File: config.mk
export PLATFORM = sky130hd
export DESIGN_NAME = pipeline_hazard_ctrl
export DESIGN_NICKNAME = d
export VERILOG_FILES = /design/src/rtl/pipeline_pkg.sv /design/src/rtl/hazard_scoreboard.sv /design/src/rtl/pipeline_hazard_ctrl.sv
export SDC_FILE = /design/constraint.sdc
export NUM_CORES = 1
export LEC_CHECK = 0
export CAP_MARGIN = 15
export CORE_ASPECT_RATIO = 0.5
export CORE_MARGIN = 2
export CORE_UTILIZATION = 54
export CTS_CLUSTER_DIAMETER = 100
export DETAILED_ROUTE_END_ITERATION = 8
export GPL_ROUTABILITY_DRIVEN = 0
export PLACE_DENSITY_LB_ADDON = 0.3
export SYNTH_ARGS = -nofsm -noshare
export SYNTH_HDL_FRONTEND = slang
export SYNTH_SLANG_ARGS = --single-unit
File: constraint.sdc
create_clock -name clk -period 5.36 [get_ports clk]
set_clock_uncertainty 0.1 [all_clocks]
set_input_delay 0.804 -clock clk [delete_from_list [all_inputs] [get_ports clk]]
set_output_delay 0.804 -clock clk [all_outputs]
set_load 0.05 [all_outputs]
File: src/rtl/pipeline_pkg.sv
// Shared definitions for the decode-stage pipeline controller.
// Contents:
//   sb_entry_t - one scoreboard slot {valid, rd[3:0], load}
//   REG_PC     - architectural PC register number (reads never hazard)
//   NOP_INSN   - NOP encoding shared with the decode pipeline register
//   src_hit()  - helper: a used source register matches a valid slot
package pipeline_pkg;

  typedef struct packed {
    logic       valid;
    logic [3:0] rd;
    logic       load;
  } sb_entry_t;

  localparam logic [3:0]  REG_PC   = 4'd15;
  localparam logic [31:0] NOP_INSN = 32'hE320F000;

  function automatic logic src_hit(input logic [3:0] src,
                                   input logic       used,
                                   input sb_entry_t  e);
    return used && e.valid && (src == e.rd) && (src != REG_PC);
  endfunction

endpackage

File: src/rtl/hazard_scoreboard.sv
// In-flight destination-register scoreboard.
// A DEPTH-entry shift register (entry 0 = execute, entry DEPTH-1 = last stage
// before register write) plus source-match logic per entry.
// Ports:
//   clk, rst_n         - clock, asynchronous active-low reset
//   i_rn/i_rm/i_rs     - decode source registers
//   i_use_rn/rm/rs     - source-register read enables
//   i_new              - entry loaded into slot 0 at the next edge
//   o_match[DEPTH-1:0] - per-entry hazard match
// Macro PIPE_HAZARD_FWD_EN: with forwarding, only a load in entry 0 can
// produce a match (one-cycle load-use stall).
module hazard_scoreboard
  import pipeline_pkg::*;
#(
  parameter int unsigned DEPTH = 3
) (
  input  logic             clk,
  input  logic             rst_n,
  input  logic [3:0]       i_rn,
  input  logic [3:0]       i_rm,
  input  logic [3:0]       i_rs,
  input  logic             i_use_rn,
  input  logic             i_use_rm,
  input  logic             i_use_rs,
  input  sb_entry_t        i_new,
  output logic [DEPTH-1:0] o_match
);

  sb_entry_t r_sb [DEPTH];

  always_ff @(posedge clk or negedge rst_n) begin
    if (!rst_n) begin
      for (int unsigned k = 0; k < DEPTH; k++) r_sb[k] <= '0;
    end else begin
      r_sb[0] <= i_new;
      for (int unsigned k = 1; k < DEPTH; k++) r_sb[k] <= r_sb[k-1];
    end
  end

  always_comb begin
    o_match = '0;
    for (int unsigned k = 0; k < DEPTH; k++) begin
`ifdef PIPE_HAZARD_FWD_EN
      if (k == 0 && r_sb[k].load)
`endif
        o_match[k] = src_hit(i_rn, i_use_rn, r_sb[k]) |
                     src_hit(i_rm, i_use_rm, r_sb[k]) |
                     src_hit(i_rs, i_use_rs, r_sb[k]);
    end
  end

endmodule

File: src/rtl/pipeline_hazard_ctrl.sv
// Sequencing controller for the decode-stage pipeline register.
// Stalls decode on read-after-write hazards, owns the branch epoch bit used
// to squash wrong-path instructions, and keeps stall statistics.
// Ports:
//   clk, rst_n                 - clock, asynchronous active-low reset
//   branch_value               - epoch tag of the instruction in decode
//   dec_rn/rm/rs/rd, use_*     - decode register fields and read enables
//   dec_wr, dec_load           - decode writes Rd / Rd comes from memory
//   br_taken                   - execute resolved a taken branch
//   sel_stall                  - hold decode register and fetch
//   branch_ref, branch_in      - current epoch (compare / fetch tag)
//   stall_run, stall_total     - saturating stall counters
// Macro PIPE_HAZARD_FWD_EN: ALU results forwarded; only load-use stalls.
module pipeline_hazard_ctrl
  import pipeline_pkg::*;
#(
  parameter int unsigned DEPTH = 3,
  parameter int unsigned CNT_W = 16
) (
  input  logic             clk,
  input  logic             rst_n,
  input  logic             branch_value,
  input  logic [3:0]       dec_rn,
  input  logic [3:0]       dec_rm,
  input  logic [3:0]       dec_rs,
  input  logic [3:0]       dec_rd,
  input  logic             use_rn,
  input  logic             use_rm,
  input  logic             use_rs,
  input  logic             dec_wr,
  input  logic             dec_load,
  input  logic             br_taken,
  output logic             sel_stall,
  output logic             branch_ref,
  output logic             branch_in,
  output logic [CNT_W-1:0] stall_run,
  output logic [CNT_W-1:0] stall_total
);

  localparam logic [CNT_W-1:0] CNT_MAX = '1;

  logic             r_epoch;
  logic [CNT_W-1:0] r_run;
  logic [CNT_W-1:0] r_total;
  logic             w_dec_valid;
  logic [DEPTH-1:0] w_match;
  logic             w_stall;
  sb_entry_t        w_new;

  assign w_dec_valid = (branch_value == r_epoch);

  hazard_scoreboard #(.DEPTH(DEPTH)) u_sb (
    .clk      (clk),
    .rst_n    (rst_n),
    .i_rn     (dec_rn),
    .i_rm     (dec_rm),
    .i_rs     (dec_rs),
    .i_use_rn (use_rn),
    .i_use_rm (use_rm),
    .i_use_rs (use_rs),
    .i_new    (w_new),
    .o_match  (w_match)
  );

  // A flush overrides a stall: the decode instruction is discarded anyway.
  assign w_stall = w_dec_valid & (|w_match) & ~br_taken;

  always_comb begin
    w_new = '0;
    if (!w_stall && !br_taken) begin
      w_new.valid = w_dec_valid & dec_wr & (dec_rd != REG_PC);
      w_new.rd    = dec_rd;
      w_new.load  = dec_load;
    end
  end

  always_ff @(posedge clk or negedge rst_n) begin
    if (!rst_n) begin
      r_epoch <= 1'b0;
      r_run   <= '0;
      r_total <= '0;
    end else begin
      if (br_taken) r_epoch <= ~r_epoch;
      if (w_stall) begin
        if (r_run != CNT_MAX)   r_run   <= r_run + CNT_W'(1);
        if (r_total != CNT_MAX) r_total <= r_total + CNT_W'(1);
      end else begin
        r_run <= '0;
      end
    end
  end

  assign sel_stall   = w_stall;
  assign branch_ref  = r_epoch;
  assign branch_in   = r_epoch;
  assign stall_run   = r_run;
  assign stall_total = r_total;

endmodule

* Yosys cells after proc, flatten, opt, wreduce, memory -nomap -nowiden
Index checks and enable logic that the tools add are counted.
Cells by class: add/subtract/negate cells 2, reductions and logical operators 32, mux-type cells 3, bitwise gates (word level) 12, eq/ne operators 17
Operator list (number):
- == test 4 bit | 9
- adder 16 x 1 -> 16 bit (second input constant) | 2
- 2-to-1 mux 16 bit | 2
- inequality test 16 bit (second input constant) | 2
- logical AND 1 bit | 28
- inequality test 4 bit (second input constant) | 4
- 2-to-1 mux 6 bit | 1
- OR 1 bit | 6
- bitwise AND 1 bit | 4
- OR reduction 3 bit | 1
- logical NOT 1 bit | 2
- inequality test 2 x 1 -> 1 bit (second input constant) | 1
- inverter 1 bit | 2
- AND reduction 2 bit | 1
- == test 1 bit | 1
Storage, ports and cells: bits of input ports 25, word-level logic and storage cells 75, bits in registers 48

* Depth between registers and ports, before layout
Gate-level depths: netlist of the first run.
word-level depth 11, gate-level depth with buffers 8

* By module
Synthesis of the first run repeated with hierarchy kept, for this count alone.
Second synthesis, totals: cell total of the unflattened synthesis 261, area total of the unflattened synthesis 2646.3 um^2
By module, submodules not included:
- pipeline_hazard_ctrl | instances 1, area each 1779.2 um^2, cells each 183
- hazard_scoreboard | instances 1, area each 867.1 um^2, cells each 78

* Worst setup path after synthesis of the first run
No wires, ideal clock.
path kind input port to output port, start point input branch_value, end point output sel_stall, data arrival time 2.069 ns, stages on the path 7, buffers on the path 2, slack 2.387 ns, cells stage by stage xnor2_1 nor2b_1 buf_4 inv_1 a41o_1 buf_6 inv_1
On the way: cells in the longest elaborated chain, start to end 3
Ends and longest elaborated chain:
- start: declaration | RTL line pipeline_hazard_ctrl.sv:22 | input logic branch_value,
- == test 1 bit | RTL line pipeline_hazard_ctrl.sv:50 | assign w_dec_valid = (branch_value == r_epoch);
- bitwise AND 1 bit (2 in a row) | RTL line pipeline_hazard_ctrl.sv:66 | assign w_stall = w_dec_valid & (|w_match) & ~br_taken;
- end: declaration | RTL line pipeline_hazard_ctrl.sv:33 | output logic sel_stall,
No other way between the ends.

* Final worst setup path of the first run
start point input dec_rs[2], end point output sel_stall
On the way: cells in the longest elaborated chain, start to end 7, elaborated cells between the ends (all ways) 16
Ends and longest elaborated chain:
- start: declaration | RTL line pipeline_hazard_ctrl.sv:25 | input logic [3:0] dec_rs,
- == test 4 bit | RTL line pipeline_pkg.sv:21 | return used && e.valid && (src == e.rd) && (src != REG_PC);
- logical AND 1 bit (2 in a row) | RTL line pipeline_pkg.sv:21
- OR 1 bit | RTL line hazard_scoreboard.sv:47 | src_hit(i_rm, i_use_rm, r_sb[k]) |
- OR reduction 3 bit (*) | RTL line pipeline_hazard_ctrl.sv:66
- bitwise AND 1 bit (*) (2 in a row) | RTL line pipeline_hazard_ctrl.sv:66
Mark *: on every way between the ends. The rest lies on a longest branch, timed or not.

==> results of run 1 <==
-- placed cells by master, fill, tap and decap left out, types with 8 or more instances in the layout --
cell type / instances
nor2_1: 14
and3_1: 10
nand3_1: 13
dfrtp_1: 48
xor2_1: 40
nand2_1: 17
nand4_1: 14
inv_1: 8
xnor2_1: 22
clkdlybuf4s50_1: 57
-- registers in the layout, summed over array words and instances (netlist names) --
signal       flops
stall_run       16
stall_total     16
u_sb.r_sb       15
branch_in        1
-- area by class of cell --
type | count | area share, %
repair buffers | 60 | 18.00
flip-flops and latches | 48 | 36.61
clock inverters | 3 | 1.297
well taps | 57 | 2.174
clock buffers | 5 | 2.098
multi-input cells | 184 | 38.90
inverters | 8 | 0.9153
-- logic make-up (layout without fill, tap and decap cells) --
kind of cell	Yosys count	in the layout	share of synthesized area, %
buffers and inverters	13	76	2.846
AO/OA/AOI/OAI	17	17	5.005
adder cells (fa/ha/maj)	2	2	0.9812
flip-flops	48	48	47.10
XOR/XNOR	62	62	21.30
multiplexers	2	2	0.8832
AND/OR/NAND/NOR	101	101	21.88
-- power by group through the flow --
stage               sequential [mW]  clock [mW]  combinational (mW)
CTS                           0.405       0.262               0.177
global placement              0.410           0               0.171
floorplan                     0.442           0              0.0788
finish                        0.405       0.258               0.175
global route                  0.409       0.279               0.187
detailed placement            0.412           0               0.176
-- path summary, 6_finish.rpt --
kind / from / to / cells after the start
min in group asynchronous: rst_n / stall_run[7] / 1
worst min register to register: u_sb.r_sb[11] / u_sb.r_sb[5] / 0
max in group asynchronous: rst_n / u_sb.r_sb[13] / 1
worst max register to register: u_sb.r_sb[14] / stall_total[1] / 7
worst max-delay path: dec_rs[2] / sel_stall / 9
worst min-delay path: u_sb.r_sb[11] / u_sb.r_sb[5] / 0
-- per-stage QoR --
stage	hold slack, ps	instances
global placement	302.6	357
floorplan	285.9	245
detailed placement	329.7	357
finish	351.2	365
global route	364.3	365
CTS	348.6	365
-- worst max-delay path, stage by stage --
cell             delay (ps)
clkdlybuf4s50_1         620
xnor2_1                 160
nand2_1                  90
nor4_1                  210
o21ai_0                 200
a41o_1                  270
buf_4                   210
inv_1                    90
clkdlybuf4s50_1         800
-- per-layer routing --
metal | vias up | global-route usage, %
met5 | - | 0
met4 | 0 | 6.982
met3 | 6 | 6.133
met2 | 46 | 43.27
met1 | 996 | 26.18
li1 | 978 | -
==> results_tabular.tex, run 1 <==
\begin{tabular}{lr}
\hline
Metric & Value \\
\hline
\multicolumn{2}{l}{\textbf{Pwr}} \\
\quad Total net switching power & 247.8 uW \\
\quad Fraction of power consumed by the clock network & 30.8\% \\
\quad Total chip power & 836.9 uW \\
\quad Power share of the combinational group & about a fifth \\
\quad Fraction of power spent switching nets & 29.61\% \\
\quad Worst vdd ir & 143.8 uV \\
\quad Sequential power share & 48.3\% \\
\quad Internal power & 589.1 uW \\
\quad Static leakage & around 1.4 nW \\
\quad Power per standard cell area & 255.1 nW/um2 \\
\multicolumn{2}{l}{\textbf{CTS}} \\
\quad H-tree levels & 2 \\
\quad CTS Buffer Depth & 2 \\
\quad Clock input transition at the sequential cells of the worst setup and hold paths & around 80 ps \\
\quad Source-to-sink clock delay at the later pin of the worst-skew pair & approximately 300 ps \\
\quad Number of gates resized after cts & 0 \\
\quad Buffer count from post-CTS setup fixing & 0 \\
\quad Sink Count & 48 \\
\quad Quantity of hold-fixing buffers added after cts & 0 \\
\quad CTS root buffer & clkbuf\_8 \\
\quad Total CTS buffers & 5 \\
\quad TritonCTS clock tree & yes \\
\multicolumn{2}{l}{\textbf{Final layout}} \\
\quad Post-Layout Inst Area & 3281 um2 \\
\quad Count of inserted antenna diode cells & 0 \\
\quad Filler instances & 339 \\
\quad Proportion of layout cells with a drive suffix above 1 & 5.844\% \\
\quad Final net count & 334 \\
\quad Synth-to-Final Area Change & 28.66\% \\
\quad Area used by multi-input combinational logic & 1276 um2 \\
\quad Seq. cell area & 1201 um2 \\
\quad Fraction of the core area covered by cells at the end of the flow & 73.45\% \\
\multicolumn{2}{l}{\textbf{Logic synthesis}} \\
\quad Sequential fraction of the synthesis area & 47.11\% \\
\quad Proportion of netlist area held by the largest area contributor & between 40\% and 50\% \\
\quad Area leader, netlist & dfrtp\_1 \\
\quad Ys async rst share & 100.0\% \\
\quad Total standard cell area after synthesis & 2550 um2 \\
\quad Most used standard cell by instance count after synthesis & dfrtp\_1 \\
\quad Post-synthesis area per instance & 10.41 um2 \\
\quad Post-synthesis instance total & $\sim$250 \\
\quad Leading register cell type out of synthesis & dfrtp\_1 \\
\quad Unique masters post-synth & 32 \\
\quad Cells taking the most area after synthesis & dfrtp\_1, xor2\_1, xnor2\_1 \\
\quad Total number of yosys warnings & 0 \\
\quad EDFF count, synth & 0 \\
\quad Synthesized net count & 272 \\
\quad Ranking of synthesized cells by instance count & dfrtp\_1, xor2\_1, xnor2\_1 \\
\quad Number of synthesized register bits & between 40 and 50 \\
\multicolumn{2}{l}{\textbf{STA}} \\
\quad Ratio of final minimum period to clock period & 81.50\% \\
\quad Post-route setup TNS & 0 ps \\
\quad Hold Vio Cnt, Final & 0 \\
\quad RSZ-0062 raised after global routing & false \\
\quad Worst slew margin relative to its limit & 30.12\% \\
\quad Number of pins with negative max-slew slack in the final report & 0 \\
\quad Final critical-path required period & 4368 ps \\
\quad Setup violators final & 0 \\
\quad Final Worst Setup Slack & 991.9 ps \\
\quad Max Freq & 228.9 MHz \\
\quad Worst Max-Slew Pin Slew & 1048 ps \\
\multicolumn{2}{l}{\textbf{Setup path}} \\
\quad Category of the worst setup path launch point & input port \\
\quad R2R Setup Slk & around 2800 ps \\
\quad Critical path capture point type & output pin \\
\quad Critical Path AT & 3460 ps \\
\quad Class of the most critical setup path & in -> out \\
\quad Data required time at the worst endpoint & 4460 ps \\
\quad Top fanout value on the critical path & 20 \\
\multicolumn{2}{l}{\textbf{Place}} \\
\quad Number of buffers added on ports & 58 \\
\quad Post-detail-place hpwl & 4173 um \\
\quad Post-DP Area & 3169 um2 \\
\quad Worst slack after detailed placement & 1014 ps \\
\multicolumn{2}{l}{\textbf{Global routing}} \\
\quad Antenna violations before repair & 0 \\
\quad Final global-route overflow total & 0 \\
\quad GRT Util Overall & 23.07\% \\
\quad Wire length of the first global-routing pass & 9404 um \\
\quad Maximum number of pins on one net before global-route repair & 49 \\
\quad Via count of the first global-routing pass & about 2100 \\
\multicolumn{2}{l}{\textbf{Die}} \\
\quad Die footprint & 5321 um2 \\
\quad Horizontal die dimension & slightly above 100 um \\
\quad Top Ports & 60 \\
\quad Initial Util & 57.09\% \\
\quad Placeable core area & 4467 um2 \\
\quad Rows & 17 \\
\quad Y dimension of the die & 52.59 um \\
\multicolumn{2}{l}{\textbf{Worst hold path}} \\
\quad Classification of the worst-slack hold path & reg -> reg \\
\multicolumn{2}{l}{\textbf{Outcome}} \\
\quad Run status & complete, no violations \\
\multicolumn{2}{l}{\textbf{Route}} \\
\quad Wirelength per Cell & 15.75 um \\
\quad Mean number of vias per cell & 5.551 \\
\quad Routed metal-1 wire length & 2449 um \\
\quad Number of DRC violations after detailed routing & 0 \\
\quad Detailed Routing Iterations Pass 1 & 4 \\
\quad Metal3 WL & 316 um \\
\quad Antenna Nets Post-Route & 0 \\
\quad Initial DRC count & 60 \\
\quad DR top layer & met4 \\
\quad Via count & 2026 \\
\quad Post-Route WL & 5750 um \\
\quad Met2 routed wirelength & 2920 um \\
\multicolumn{2}{l}{\textbf{Run}} \\
\quad Number of maximum-capacitance constraint violations & 0 \\
\hline
\end{tabular}
No activity file was read; power rests on OpenSTA's default activity.
==> run 2: changes to the inputs <==
CORE_UTILIZATION = 45   (was 54)
clock period = 4 ns   (was 5.36 ns; I/O delays follow)
==> run 2 against run 1 <==
  * Cell area rose by 3.5%
  * Wire length is 3.3% lower
  * Global-route usage down 4.2 points
==> results_tabular.tex, run 2 (same netlist as run 1, synthesis figures left out) <==
\begin{tabular}{lr}
\hline
Metric & Value \\
\hline
\multicolumn{2}{l}{\textbf{Final layout}} \\
\quad Filler instances & 470 \\
\quad Most frequent standard cell in the layout excluding fill and tap cells & clkdlybuf4s50\_1 \\
\quad Post-Layout Inst Area & 3395 um2 \\
\quad Count of inserted antenna diode cells & 0 \\
\quad Highest-count cells in the layout ignoring fill and taps & clkdlybuf4s50\_1, dfrtp\_1, xor2\_1 \\
\quad Final net count & $\sim$340 \\
\quad Synth-to-Final Area Change & 33.12\% \\
\quad Proportion of layout cells with a drive suffix above 1 & 6.774\% \\
\multicolumn{2}{l}{\textbf{Global routing}} \\
\quad GRT Util Overall & 18.88\% \\
\quad Wire length of the first global-routing pass & 9694 um \\
\quad Met3 Use GR & 4.463\% \\
\quad Antenna violations before repair & 0 \\
\quad Maximum number of pins on one net before global-route repair & 49 \\
\quad Global-route layer with the greatest usage & met2 \\
\quad Final global-route overflow total & 0 \\
\quad GR Layer Usage met1 & 23.15\% \\
\quad Via count of the first global-routing pass & approximately 2100 \\
\quad Routing usage on met2 & 34.53\% \\
\multicolumn{2}{l}{\textbf{CTS}} \\
\quad CTS root buffer & clkbuf\_16 \\
\quad Source-to-sink clock delay at the later pin of the worst-skew pair & approximately 280 ps \\
\quad TritonCTS clock tree & yes \\
\quad Clock input transition at the sequential cells of the worst setup and hold paths & 60 ps \\
\quad Number of gates resized after cts & 0 \\
\quad H-tree levels & 2 \\
\quad Total CTS buffers & 5 \\
\quad CTS Buffer Depth & 2 \\
\quad Buffer count from post-CTS setup fixing & 0 \\
\quad Sink Count & between 40 and 50 \\
\quad Quantity of hold-fixing buffers added after cts & 0 \\
\multicolumn{2}{l}{\textbf{STA}} \\
\quad Number of pins with negative max-slew slack in the final report & 0 \\
\quad Setup violators final & 0 \\
\quad Max Freq & between 300 and 400 MHz \\
\quad Worst Max-Slew Pin Slew & 511.5 ps \\
\quad Worst slew margin relative to its limit & 65.80\% \\
\quad Ratio of final minimum period to clock period & 79.83\% \\
\quad Final critical-path required period & approximately 3200 ps \\
\quad Hold Vio Cnt, Final & 0 \\
\quad RSZ-0062 raised after global routing & false \\
\quad Post-route setup TNS & 0 ps \\
\multicolumn{2}{l}{\textbf{Pwr}} \\
\quad Power per standard cell area & 367.8 nW/um2 \\
\quad Worst vdd ir & $\sim$260 uV \\
\quad Static leakage & 1.458 nW \\
\quad Total chip power & roughly 1.2 mW \\
\multicolumn{2}{l}{\textbf{Route}} \\
\quad Mean number of vias per cell & 5.258 \\
\quad Via count & 2014 \\
\quad Post-Route WL & 5560 um \\
\quad Wirelength per Cell & 14.52 um \\
\quad Initial DRC count & 105 \\
\quad Number of DRC violations after detailed routing & 0 \\
\quad Antenna Nets Post-Route & 0 \\
\quad Detailed Routing Iterations Pass 1 & 4 \\
\multicolumn{2}{l}{\textbf{Setup path}} \\
\quad Class of the most critical setup path & in -> out \\
\quad Worst path slowest cell & clkdlybuf4s50\_1 \\
\quad Ordered list of cells on the worst path & clkdlybuf4s50\_1 -> xor2\_1 -> nor4\_1 -> o21ai\_0 -> a41o\_1 -> inv\_1 -> buf\_12 \\
\quad Data required time at the worst endpoint & between 3000 and 4000 ps \\
\quad Critical path capture point type & output pin \\
\quad Startpoint of the worst-slack reg-to-reg timing path & u\_sb.r\_sb[2] \\
\quad Critical path origin & dec\_rm[1] \\
\quad Top fanout value on the critical path & 4 \\
\quad Sum of buffers and inverters on the critical path & 3 \\
\quad Critical Path AT & 2490 ps \\
\quad Category of the worst setup path launch point & input port \\
\quad Maximum single-stage delay on the critical path & 530 ps \\
\quad Top Family by Delay on Critical Path & buffers and inverters \\
\multicolumn{2}{l}{\textbf{Place}} \\
\quad Post-DP Area & about 3200 um2 \\
\quad Post-detail-place hpwl & 4068 um \\
\quad Number of buffers added on ports & just under 60 \\
\multicolumn{2}{l}{\textbf{Outcome}} \\
\quad Run status & complete, no violations \\
\multicolumn{2}{l}{\textbf{Die}} \\
\quad Placeable core area & between 5000 and 6000 um2 \\
\quad Die footprint & 6321 um2 \\
\quad Initial Util & approximately 47\% \\
\quad Y dimension of the die & $\sim$57 um \\
\quad Rows & 19 \\
\quad Top Ports & 60 \\
\quad Horizontal die dimension & $\sim$110 um \\
\multicolumn{2}{l}{\textbf{Worst hold path}} \\
\quad Classification of the worst-slack hold path & in -> async \\
\multicolumn{2}{l}{\textbf{Run}} \\
\quad Number of maximum-capacitance constraint violations & 0 \\
\hline
\end{tabular}
-- run 2: cell count changes in the layout (fill, tap and decap cells not counted) --
cell and change:
buf_4 +1, clkdlybuf4s50_1 -1, clkbuf_8 -5, clkbuf_16 +5, buf_12 +2
-- run 2: final cells by class --
class,count,area (um2),share of cell area [%]
sequential,48,1201,35.39
clock buffer,5,125.1,3.686
clock inverter,3,42.54,1.253
tap,73,91.34,2.691
inverter,8,30.03,0.8846
multi-input combinational,184,1276,37.60
timing repair buffer,62,628.1,18.50
-- run 2: power breakdown --
group	internal (mW)	total, mW	switching [mW]
sequential	0.511	0.543	0.0318
clock	0.293	0.467	0.174
combinational	0.0981	0.239	0.141
total	0.902	1.25	0.346
-- run 2: final timing paths --
kind / end / slack (ps) / cells past startpoint
worst max-delay path: sel_stall / 810 / 7
worst min-delay path: stall_run[10] / 60 / 1
worst max register to register: stall_total[9] / 1780 / 7
worst min register to register: u_sb.r_sb[5] / 330 / 0
max in group asynchronous: stall_run[4] / 3270 / 2
min in group clk: u_sb.r_sb[5] / 330 / 0
-- run 2: layer usage --
metal,part of all wire (%),routed length [um]
met4,0.41,23
met5,0,0
met2,52,2896
met3,3.5,197
met1,44,2443
-- run 2: through the flow --
stage               utilization, %  hold slack, ps  setup slack, ps  std cells
global route                 62.08           59.89            694.0        383
finish                       62.08           60.16            806.7        383
detailed placement           58.65           315.7            869.0        374
global placement             58.65           303.6            867.4        374
CTS                          61.72           329.7            854.0        382
floorplan                        -           204.4             1342        245
